--- src/rtl/uart_tx_arbiter.sv ---
// rtl/uart_tx_arbiter.sv - round-robin scheduler sharing one UART byte transmitter among N_REQ sources
//
// Ports:
//   Clk          system clock
//   Rst_n        asynchronous reset, active-low
//   Req          per-channel byte request (level, held until Grant)
//   Req_Data     flattened request bytes, channel i at [i*DATA_W +: DATA_W]
//   Grant        one-hot 1-cycle pulse: that channel's byte has been latched
//   Done         one-hot 1-cycle pulse: that channel's byte has been transmitted
//   Send_En      1-cycle start pulse to the transmitter
//   Data_Byte    byte presented to the transmitter, held until the next Grant
//   Tx_Done      1-cycle completion pulse from the transmitter
//   Uart_Busy    high whenever the scheduler is not idle
//   Timeout_Err  1-cycle pulse when the watchdog abandons a byte
module uart_tx_arbiter #(
    parameter int N_REQ       = 4,
    parameter int DATA_W      = 8,
    parameter int TIMEOUT_CYC = 65535,
    parameter int GAP_CYC     = 2
) (
    input  logic                      Clk,
    input  logic                      Rst_n,
    input  logic [N_REQ-1:0]          Req,
    input  logic [N_REQ*DATA_W-1:0]   Req_Data,
    output logic [N_REQ-1:0]          Grant,
    output logic [N_REQ-1:0]          Done,
    output logic                      Send_En,
    output logic [DATA_W-1:0]         Data_Byte,
    input  logic                      Tx_Done,
    output logic                      Uart_Busy,
    output logic                      Timeout_Err
);

    localparam int IDX_W   = (N_REQ > 1) ? $clog2(N_REQ) : 1;
    // A zero gap would let IDLE follow WAIT directly; one idle cycle minimum.
    localparam int GAP_EFF = (GAP_CYC < 1) ? 1 : GAP_CYC;
    localparam int GAP_W   = $clog2(GAP_EFF + 1);

    localparam logic [19:0]      TIMER_LAST = 20'(TIMEOUT_CYC - 1);
    localparam logic [GAP_W-1:0] GAP_LAST   = GAP_W'(GAP_EFF - 1);
    localparam logic [IDX_W-1:0] IDX_RESET  = IDX_W'(N_REQ - 1);

    typedef enum logic [1:0] {
        ST_IDLE,
        ST_START,
        ST_WAIT,
        ST_GAP
    } state_t;

    state_t             state;
    logic [IDX_W-1:0]   last_idx;
    logic [IDX_W-1:0]   cur_idx;
    logic [19:0]        timer;
    logic [GAP_W-1:0]   gap_cnt;

    logic [IDX_W-1:0]   pick_idx;
    logic               pick_valid;

    // Round-robin pick: first asserted request scanning upward from the
    // channel after the last one granted, wrapping around.
    always_comb begin
        logic [IDX_W-1:0] probe;
        pick_idx   = '0;
        pick_valid = 1'b0;
        probe      = '0;
        for (int k = 1; k <= N_REQ; k++) begin
            probe = IDX_W'((int'(last_idx) + k) % N_REQ);
            if (!pick_valid && Req[probe]) begin
                pick_idx   = probe;
                pick_valid = 1'b1;
            end
        end
    end

    always_ff @(posedge Clk or negedge Rst_n) begin
        if (!Rst_n) begin
            state       <= ST_IDLE;
            last_idx    <= IDX_RESET;
            cur_idx     <= '0;
            timer       <= '0;
            gap_cnt     <= '0;
            Grant       <= '0;
            Done        <= '0;
            Send_En     <= 1'b0;
            Data_Byte   <= '0;
            Uart_Busy   <= 1'b0;
            Timeout_Err <= 1'b0;
        end else begin
            // Pulse outputs default low; each branch raises what it needs.
            Grant       <= '0;
            Done        <= '0;
            Send_En     <= 1'b0;
            Timeout_Err <= 1'b0;

            case (state)
                ST_IDLE: begin
                    if (pick_valid) begin
                        Grant[pick_idx] <= 1'b1;
                        Data_Byte       <= Req_Data[int'(pick_idx)*DATA_W +: DATA_W];
                        cur_idx         <= pick_idx;
                        last_idx        <= pick_idx;
                        Uart_Busy       <= 1'b1;
                        state           <= ST_START;
                    end
                end

                ST_START: begin
                    Send_En <= 1'b1;
                    timer   <= '0;
                    state   <= ST_WAIT;
                end

                ST_WAIT: begin
                    // Completion takes priority over a watchdog expiring on
                    // the same cycle.
                    if (Tx_Done) begin
                        Done[cur_idx] <= 1'b1;
                        gap_cnt       <= '0;
                        state         <= ST_GAP;
                    end else if (timer == TIMER_LAST) begin
                        Timeout_Err <= 1'b1;
                        gap_cnt     <= '0;
                        state       <= ST_GAP;
                    end else begin
                        timer <= timer + 20'd1;
                    end
                end

                ST_GAP: begin
                    // Requests are not looked at here; Tx_Done is ignored.
                    if (gap_cnt == GAP_LAST) begin
                        Uart_Busy <= 1'b0;
                        state     <= ST_IDLE;
                    end else begin
                        gap_cnt <= gap_cnt + GAP_W'(1);
                    end
                end

                default: begin
                    Uart_Busy <= 1'b0;
                    state     <= ST_IDLE;
                end
            endcase
        end
    end

endmodule

--- config.mk ---
export PLATFORM = sky130hd
export DESIGN_NAME = uart_tx_arbiter
export DESIGN_NICKNAME = d
export VERILOG_FILES = /design/src/rtl/uart_tx_arbiter.sv
export SDC_FILE = /design/constraint.sdc
export NUM_CORES = 1
export LEC_CHECK = 0
export CAP_MARGIN = 20
export CELL_PAD_IN_SITES_DETAIL_PLACEMENT = 2
export CELL_PAD_IN_SITES_GLOBAL_PLACEMENT = 2
export CORE_UTILIZATION = 31
export DETAILED_ROUTE_END_ITERATION = 16
export PLACE_DENSITY_LB_ADDON = 0.1
export SLEW_MARGIN = 20
export SYNTH_ARGS = -nofsm -noshare
export SYNTH_HDL_FRONTEND = slang
export SYNTH_SLANG_ARGS = --single-unit
--- constraint.sdc ---
create_clock -name Clk -period 3 [get_ports Clk]
set_input_delay 0.6 -clock Clk [delete_from_list [all_inputs] [get_ports Clk]]
set_output_delay 0.6 -clock Clk [all_outputs]
set_load 0.03 [all_outputs]
== After elaboration in Yosys (flattened, before gate mapping) ==
Index checks and enable logic that the tools add are counted.

* Output and inout bits: 19
* Bits of input ports: 39
* Word-level logic and storage cells: 97
* Register bits: 47

* Mux-type cells: 43
* Reduce and logical (&&, ||, !) cells: 17
* Shift-type cells: 1
* Eq/ne operators: 11
* Add/subtract/negate cells: 6
* Magnitude comparators: 8

{| class="wikitable"
|+ Operator list
! cell !! number
|-
| $mux 20 || 2
|-
| $pmux 20 s2 || 1
|-
| $shiftx 32x6->8 || 1
|-
| $mux 2 || 11
|-
| $add 20x1->20 const B || 1
|-
| $eq 20x16->1 const B || 1
|-
| $lt 2x3->1 const B || 6
|-
| $mux 1 || 16
|-
| $mux 4 || 4
|-
| $reduce_and 3->1 || 4
|-
| $ne 2x2->1 const B || 5
|-
| $bmux 1 s2 || 4
|-
| $pmux 2 s4 || 1
|-
| $add 2x1->2 const B || 3
|-
| $reduce_bool 2->1 || 3
|-
| $logic_and 1x1->1 || 5
|-
| $add 2x2->2 const B || 2
|-
| $demux 1 s2 || 2
|-
| $eq 2x1->1 const B || 2
|-
| $eq 2x2->1 const B || 2
|-
| $ge 2x1->1 const B || 2
|-
| $pmux 2 s2 || 1
|-
| $logic_not 1->1 || 3
|-
| $ne 3x3->1 const B || 1
|-
| other kinds (3) || 3
|}

== Longest topological paths before layout ==
* Word-level depth: 19
* Depth in mapped cells: 9

== Worst setup path after synthesis ==
OpenSTA, ideal clock, no wires.

* Path kind: register to register
* Start point: reg timer[0]
* End point: reg state[1]
* Setup slack: 0.799 ns
* Cell stages (with the launch flop): 8
* Arrival: 2.074 ns
* Buffers on the path: 0
* Required time: 2.872 ns
* Period minus slack after synthesis: 2.201 ns
* Path through: dfrtp_1 -> inv_1 -> ha_1 -> or4b_4 -> nor4_4 -> a21oi_2 -> a211oi_2 -> mux2_1

* Cells in the longest elaborated chain, start to end: 3

{| class="wikitable"
|+ Ends and longest elaborated chain
! what !! line !! text
|-
| from (decl) || 53 || <nowiki>logic [19:0] timer;</nowiki>
|-
| from (signal assigned) || 125 || <nowiki>timer <= timer + 20'd1;</nowiki>
|-
| $eq 20x16->1 || 120 || <nowiki>end else if (timer == TIMER_LAST) begin</nowiki>
|-
| $ne 3x3->1 (no line) || - ||
|-
| $reduce_and 3->1 (no line) || - ||
|-
| to (signal assigned) || 119 || <nowiki>state <= ST_GAP;</nowiki>
|-
| to (signal assigned) || 123 || <nowiki>state <= ST_GAP;</nowiki>
|-
| to (signal assigned) || 133 || <nowiki>state <= ST_IDLE;</nowiki>
|-
| to (decl) || 50 || <nowiki>state_t state;</nowiki>
|}

Every way passes these cells.
A chain may end at the register's enable or synchronous reset.

== Worst setup path after layout ==
* Start point: reg state[0]
* End point: reg timer[7]

* Cells in the longest elaborated chain, start to end: 3

{| class="wikitable"
|+ Ends and longest elaborated chain
! what !! line !! text
|-
| from (signal assigned) || 77 || <nowiki>state <= ST_IDLE;</nowiki>
|-
| from (signal assigned) || 103 || <nowiki>state <= ST_START;</nowiki>
|-
| from (signal assigned) || 110 || <nowiki>state <= ST_WAIT;</nowiki>
|-
| $eq 2x2->1 or $eq 2x1->1 (tied branches) || 95 || <nowiki>case (state)</nowiki>
|-
| $ne 2x2->1 (no line) or $reduce_bool 2->1 (tied branches) || - ||
|-
| $reduce_and 3->1 (no line) || - ||
|}

Parallel ways exist; a longest one is shown, timed or not.

==> qor.yml <==
ys_async_sr_fraction_pct: 100
cp.required_ps: 3240
drv_cap: 0
clock_skew_ps: 9.23
path_clk_slew_ps: 90
grt_max_degree: 23
synth_warnings: 0
dr_wl_met2_um: 3440
area_growth_pct: 34.0
power_frac_comb_pct: 45.6
die_h_um: 91.0
yosysTopAreaCellShare_pct: 45.9
crit_path_end_kind: "register"
design_area_um2: 3290
slew_violations: 0
die_w_um: 91.0
antenna_found_initial: 0
dpl.hpwl_um: 5180
yosys-top-cells-area: "dfrtp_1, mux2i_1, nand2_1"
rsz0062_at_grt: "false"
synth_cells: 244
routabilityCongestion: 0.756
synthFlopType: "dfrtp_1"
routed_wirelength_um: 6880
grt_pass1_wl_um: 11600
synth_nets: 290
route.detailed.drc: 0
avgSynthCellArea_um2: 10.1
p_leak_uw: 0.00139
synth_cell_types: 39
synth_edf_count: 0
numCtsBuffers: 5
final_common_cell: "clkdlybuf4s50_1"
route.met3.wl_um: 218
worstPathArrival_ps: 2610
cts_hold_buffers: 0
r2r-end: "timer[7]"
clkSinkCount: 47
cts_root_buf: "clkbuf_8"
r2r_cells: 7
fp.coreArea_um2: 7690
via_per_inst: 5.06
overflow: 0
p_int_uw: 1580
post_drt_wl_per_cell_um: 16.8
num_io_pins: 58
fin_util_pct: 42.8
crit_path_max_fanout: 9
setup_tns_ps: 0
cts_resized: 0
max_freq_mhz: 421
clkLatencyLatePin_ps: 300
r2r_slack_ps: 620
clock_path_buffers: 2
clkPwrFrac_pct: 18.8
instances_no_fill: 409
tightest_slew_ps: 557
cts_tree: "built"
cts_setup_buffers: 0
routed-via-count: 2071
worstSetupPathType: "reg2reg"
dpl_cell_area_um2: 3170
crit_path_start_kind: "register"
fp.dieArea_um2: 8270
ant_nets: 0
irDropWorstVdd_mv: 0.410
num-nets-final: 352
post-route-min-period_ps: 2380
power_switching_uw: 1040
status: "finished clean"
ys_ff_latch: 47
syn_area_um2: 2450
max_slew_margin_pct: 62.8
first_pass_iters: 4
p_per_area_nw_per_um2: 796
initial_core_util_pct: 31.9
yosys.area.top_type: "dfrtp_1"
post-route-period-util_pct: 79.2
place_inst: 401
hp-class: "in2async"
seq_area_frac_synth_pct: 48.0
layout_common_cells: "clkdlybuf4s50_1, dfrtp_1, nand2_1"
final-setup-viol-count: 0
drtIter0Drc: 71
htreeDepth: 2
drive_above_1_share_pct: 7.82
wl_met1_um: 3140
std_cell_rows: 32
p_seq_share_pct: 35.5
r2r_start: "state[0]"
swShare_pct: 39.7
portBuffers: 57
grt_usage_pct: 17.8
hold_viol_final: 0
grt_pass1_vias: 2304
n_antenna_cell: 0
highest_layer: "met4"
-- worst max-delay path, stage by stage, from the launching register on --
cell and delay, ps:
dfrtp_1 420, inv_1 90, ha_1 350, nor2b_1 300, o211ai_1 270, a211o_1 400
or3_1 330, a21oi_1 150
-- metrics by stage --
step           total power, µW  setup WS (ps)  hold slack, ps
2_1_floorplan             1690            799             304
3_3_place_gp              2110            508             457
3_5_place_dp              2150            423             476
4_1_cts                   2660            609             154
5_1_grt                   2790            445             162
6_report                  2620            623             153
-- state kept, by name, summed over array words and instances (netlist names), 2 cells and up --
name	count
Done	4
Grant	4
timer	20
state	2
cur_idx	2
last_idx	2
gap_cnt	2
Data_Byte	8
-- how the worst max path moves through the flow --
stage                     depth (start not counted)  slack, ps       end     start
after floorplan                                   7        800  state[1]  timer[0]
after detailed placement                          6        420  timer[7]   Tx_Done
final                                             7        620  timer[7]  state[0]
after global routing                              7        440  timer[9]  state[0]
after CTS                                         7        610  timer[7]  state[0]
after global placement                            6        510  timer[7]   Tx_Done
-- layer usage --
metal	global-route usage [%]	up-vias
li1	-	994
met1	21.7	1039
met2	31.6	32
met3	3.43	6
met4	5.16	0
met5	0	-
-- cell usage after synthesis, drive strengths merged, types with 2 or more instances --
cell type and n:
nand2b 8, o21ai 4, a211oi 3, mux2i 22
nor2 25, dfstp 2, o221ai 9, dfrtp 45
xnor2 11, a22o 2, nand4 4, clkbuf 6
a21oi 9, o311ai 2, nand2 29, nor3 5
nand3 7, buf 3, ha 7, inv 8
and4 2, or3 3, nor4 11, nor2b 6
-- area by class of cell --
cell class | count | area, µm²
clock buffers | 6 | 82.6
clock inverters | 2 | 35.0
fillers | 832 | 4400
inverters | 8 | 30.0
multi-input cells | 180 | 1210
flip-flops and latches | 47 | 1180
well taps | 102 | 128
repair buffers | 64 | 618
-- power groups by stage --
stage                     sequential (µW)  clock (µW)  combinational, µW
after floorplan                      1080           0                609
after global placement                938           0               1170
after detailed placement              941           0               1210
after CTS                             933         513               1210
after global routing                  953         533               1300
final                                 929         492               1190
-- cell families after synthesis --
logic type,count (synthesis),synth area share (%)
AOI/OAI and AO/OA,36,11.0
xor gates and xnor gates,12,4.28
adders and majority gates,7,3.57
buffers and inverters,17,2.70
DFF,47,48.0
muxes,23,9.43
and+or+nand+nor,102,21.0
No activity file was read; power rests on OpenSTA's default activity.
==> edit 1: new RTL, same settings <==
Register the output `Timeout_Err` once more; this adds one clock of latency there. The other outputs are not delayed to match. Comments in the files are not updated.
--- a/src/rtl/uart_tx_arbiter.sv
+++ b/src/rtl/uart_tx_arbiter.sv
@@ -47,6 +47,8 @@
         ST_GAP
     } state_t;
 
+    logic Timeout_Err_s0;
+
     state_t             state;
     logic [IDX_W-1:0]   last_idx;
     logic [IDX_W-1:0]   cur_idx;
@@ -84,13 +86,13 @@
             Send_En     <= 1'b0;
             Data_Byte   <= '0;
             Uart_Busy   <= 1'b0;
-            Timeout_Err <= 1'b0;
+            Timeout_Err_s0 <= 1'b0;
         end else begin
             // Pulse outputs default low; each branch raises what it needs.
             Grant       <= '0;
             Done        <= '0;
             Send_En     <= 1'b0;
-            Timeout_Err <= 1'b0;
+            Timeout_Err_s0 <= 1'b0;
 
             case (state)
                 ST_IDLE: begin
@@ -118,7 +120,7 @@
                         gap_cnt       <= '0;
                         state         <= ST_GAP;
                     end else if (timer == TIMER_LAST) begin
-                        Timeout_Err <= 1'b1;
+                        Timeout_Err_s0 <= 1'b1;
                         gap_cnt     <= '0;
                         state       <= ST_GAP;
                     end else begin
@@ -144,5 +146,9 @@
         end
     end
 
+    always_ff @(posedge Clk) begin
+        Timeout_Err <= Timeout_Err_s0;
+    end
+
 endmodule
 
Check against the original RTL: no difference found for any inputs over 10 cycles, from zero or initial values and one cycle with Rst_n low; that may be too few to reach the edited logic, so the function may still have changed.
==> edit 1 against the original RTL <==
Critical path type unchanged; synthesized area is 0.82% higher; die area up 0.79%; non-clock buffer count is 3 higher; sequential cell count up 1; synthesized cell count is 0.41% higher; setup slack gained 0.067 ns; critical endpoint is now state[1]; wire length is 2.2% higher; final cell count rose by 0.98%; largest power group unchanged; final area grew 1.8%; total power increased by 3.5%.
==> edit 1: results (changes against the original RTL) <==
Status -> finished, final reports clean
Clk pin slew, worst setup/hold paths -> 0.10 ns
CP max FO -> 6 (-3)
Ranking of synthesized cells by area -> dfrtp_1 (46%), mux2i_1 (8.9%), nand2_1 (4.4%)
Pleak -> 0.001413 uW (+1.8%)
Async SR Flop Fraction -> 97.92% (-2.1 points)
Post-synth cell types -> 40 (+2.6%)
First-pass GRT wire length -> 11550 um (-0.41%)
Largest net degree at the start of global routing -> 24 (+4.3%)
Nets -> 356 (+1.1%)
Max VDD drop -> 0.0003409 V (-17%)
Skew final -> 0.01245 ns (+0.003219 ns)
GRT Util Overall -> 17.65% (-0.13 points)
Post-DR wirelength/cell -> 17.04 um (+1.2%)
Place WS -> 0.4709 ns (+0.04811 ns)
Via/cell ratio -> 5.080 (+0.32%)
H-tree depth -> 2 (unchanged)
Proportion of layout cells with a drive suffix above 1 -> 8.360% (+0.54 points)
GPL Wtd Cong -> 0.7376 (-2.4%)
Slew margin rel. -> 71.78% (+8.9 points)
Worst skew pair latency -> 0.31 ns
Final slew viol count -> 0 (unchanged)
Sum Neg Setup Slack -> 0 ns (unchanged)
Dpl cell area -> 3212 sq um (+1.3%)
DR iter-0 viols -> 77 (+8.5%)
Hpwl dp -> 5293 um (+2.2%)
Register area share after synthesis -> 48.46% (+0.42 points)
Number of global-route vias before repair -> 2234 (-3.0%)
First-pass DRT Iterations -> 3 (-1)
Post-Syn Nets -> 291 (+0.34%)
[edit 1: power breakdown]
| group | total (uW) | leakage, uW | switching (uW) | internal (uW) |
|---|---|---|---|---|
| Clock | 560 | 0.0000654 | 226 | 333 |
| Sequential | 936 | 0.000624 | 119 | 817 |
| Combinational | 1210 | 0.000723 | 691 | 520 |
| Total | 2710 | 0.00141 | 1040 | 1670 |
[edit 1: cell families (layout without fill, tap and decap cells)]
group | Yosys count | after routing | share of synthesized area, %
compound gates | 36 | 36 | 10.88
xor+xnor | 12 | 12 | 4.249
fa+ha+maj | 7 | 7 | 3.541
buf+inv | 17 | 83 | 2.681
flops | 48 | 48 | 48.46
mux | 23 | 23 | 9.358
simple gates | 102 | 102 | 20.84
[edit 1: metrics by stage]
| step | utilization, % | power (uW) | std cells |
|---|---|---|---|
| after CTS | 43.28 | 2754 | 413 |
| after global routing | 43.28 | 2895 | 413 |
| after floorplan | - | 1703 | 245 |
| after global placement | 41.56 | 2142 | 405 |
| after detailed placement | 41.56 | 2179 | 405 |
| final | 43.28 | 2707 | 413 |
[edit 1: path summary, 6_finish.rpt]
path,startpoint,to,slack [ns],cells after the start
max,timer[0],state[1],0.69,7
min,Rst_n,timer[15],0.18,1
max reg2reg,timer[0],state[1],0.69,7
min reg2reg,Timeout_Err_s0,Timeout_Err,0.35,0
max in group asynchronous,Rst_n,last_idx[0],2.11,2
min in group Clk,Timeout_Err_s0,Timeout_Err,0.35,0
[edit 1: layout make-up]
type	instances	area, sq um
well taps	102	127.6
flip-flops and latches	48	1199
inverters	8	30.03
fillers	822	4383
clock inverters	2	60.06
repair buffers	67	640.6
clock buffers	6	72.57
multi-input cells	180	1215
[edit 1: metal layers]
layer	up-vias	global-route usage, %	wire [um]
met3	5	4.020	255
met1	1055	22.52	3307
met4	0	3.968	46
met5	-	0	0
li1	1006	-	-
met2	32	30.37	3427
[edit 1: worst max-delay path, cell delays in order (launching register included)]
cell and delay, ns:
dfrtp_1 0.45, inv_1 0.08, ha_1 0.17, or4b_4 0.48
nor4_4 0.20, a21oi_2 0.18, a211oi_2 0.29, mux2_1 0.35
==> edit 2: new RTL, same flow settings <==
Without the edit above. Change the parameter `GAP_CYC` from 2 to 4.
--- a/src/rtl/uart_tx_arbiter.sv
+++ b/src/rtl/uart_tx_arbiter.sv
@@ -16,7 +16,7 @@
     parameter int N_REQ       = 4,
     parameter int DATA_W      = 8,
     parameter int TIMEOUT_CYC = 65535,
-    parameter int GAP_CYC     = 2
+    parameter int GAP_CYC     = 4
 ) (
     input  logic                      Clk,
     input  logic                      Rst_n,
Formal check against the unedited RTL: not equivalent (Yosys sat finds a counterexample within 10 cycles, from zero or initial values and one cycle with Rst_n low).
==> edit 2 against the original RTL <==
Count of clock-buffer cells in the layout shrank 1; sequential power grew 2%; total power grew 8.7%; sequential cell count grew 1; wire length grew 9.1%; final area grew 4.9%; synthesized area grew 6.1%; setup slack gained 0.13 ns; critical path type is now primary input to register; largest cell class unchanged; largest power group unchanged.
==> edit 2: results (changes against the original RTL) <==
Register area share after synthesis -> 46.25% (-1.8 points)
Largest net degree at the start of global routing -> 22 (-4.3%)
Proportion of layout cells with a drive suffix above 1 -> 8.232% (+0.41 points)
Skew final -> 0.008405 ns (-0.0008285 ns)
Place WS -> 0.4449 ns (+0.02210 ns)
Final wirelength -> 7512 um (+9.1%)
Slew @ Worst Pin -> 0.4764 ns (-0.08108 ns)
Worst path slowest cell -> clkdlybuf4s50_1
Mapped Cells -> 268 (+9.8%)
Arrival time worst endpoint -> 2.40 ns (-0.21 ns)
Pleak -> 0.001474 uW (+6.2%)
Slowest stage delay, CP -> 0.49 ns (+0.07 ns)
CP max FO -> 21 (+12)
Number of global-route vias before repair -> 2523 (+9.5%)
Post-synth cell types -> 42 (+7.7%)
Post-Syn Nets -> 315 (+8.6%)
DR iter-0 viols -> 47 (-34%)
Worst skew pair latency -> 0.30 ns (about the same)
Status -> finished, final reports clean
Hpwl dp -> 5682 um (+9.8%)
GPL Wtd Cong -> 0.7343 (-2.8%)
Worst path top cell family by delay -> buffers and inverters
First-pass GRT wire length -> 12450 um (+7.3%)
Ranking of synthesized cells by area -> dfrtp_1 (44%), mux2i_1 (6.9%), nand2_1 (4.2%)
Nets -> 374 (+6.3%)
Via/cell ratio -> 5.282 (+4.3%)
Via count -> 2287 (+10%)
Post-synth top cells -> dfrtp_1 (46), nand2_1 (29), nor2_1 (21), a21oi_1 (18), mux2i_1 (18)
Final Critical Period -> 2.246 ns (-0.1318 ns)
GRT Util Overall -> 18.26% (+0.48 points)
Dpl cell area -> 3289 sq um (+3.8%)
## edit 2: cell types whose count changed after synthesis, sizes merged, moves of 5 or more
cell	delta
nand3	+5
o21ai	+5
a211oi	+5
a21oi	+9
nor4	-8
## edit 2: area by class of cell
type | instances | area, sq um
tap | 105 | 131.4
clock inverter | 3 | 90.09
multi-input combinational | 198 | 1295
inverter | 9 | 33.78
fill | 901 | 4727
sequential | 48 | 1204
timing repair buffer | 65 | 625.6
clock buffer | 5 | 68.82
## edit 2: metal layers
metal | vias up | share of wire (%) | GRT usage [%]
met5 | - | 0 | 0
met4 | 0 | 0.40 | 3.077
met3 | 2 | 3.0 | 3.252
met2 | 35 | 51 | 33.15
met1 | 1169 | 45 | 22.74
li1 | 1081 | - | -
## edit 2: worst paths after layout
path	start	to	slack, ns	cells past startpoint
setup / recovery	Req[3]	Data_Byte[4]	0.75	7
hold / removal	Rst_n	timer[5]	0.19	1
setup reg to reg	timer[0]	state[1]	0.82	8
hold reg to reg	cur_idx[1]	Done[0]	0.50	1
max in group asynchronous	Rst_n	last_idx[0]	2.15	2
min in group Clk	cur_idx[1]	Done[0]	0.50	1
## edit 2: logic make-up (layout without fill, tap and decap cells)
family                   after synthesis  count (layout)  share of synthesized area (%)
XOR/XNOR                               8               8                          2.692
flip-flops                            48              48                          46.25
buffers and inverters                 22              82                          4.471
multiplexers                          19              19                          7.356
AO/OA/AOI/OAI                         59              59                          15.19
adder cells (fa/ha/maj)                8               8                          3.846
AND/OR/NAND/NOR                      104             104                          20.19
## edit 2: power breakdown
part           internal (uW)  total (uW)  switching (uW)  leakage, uW
Clock                    417         651             234    0.0000784
Combinational            516        1250             732     0.000767
Sequential               817         945             129     0.000628
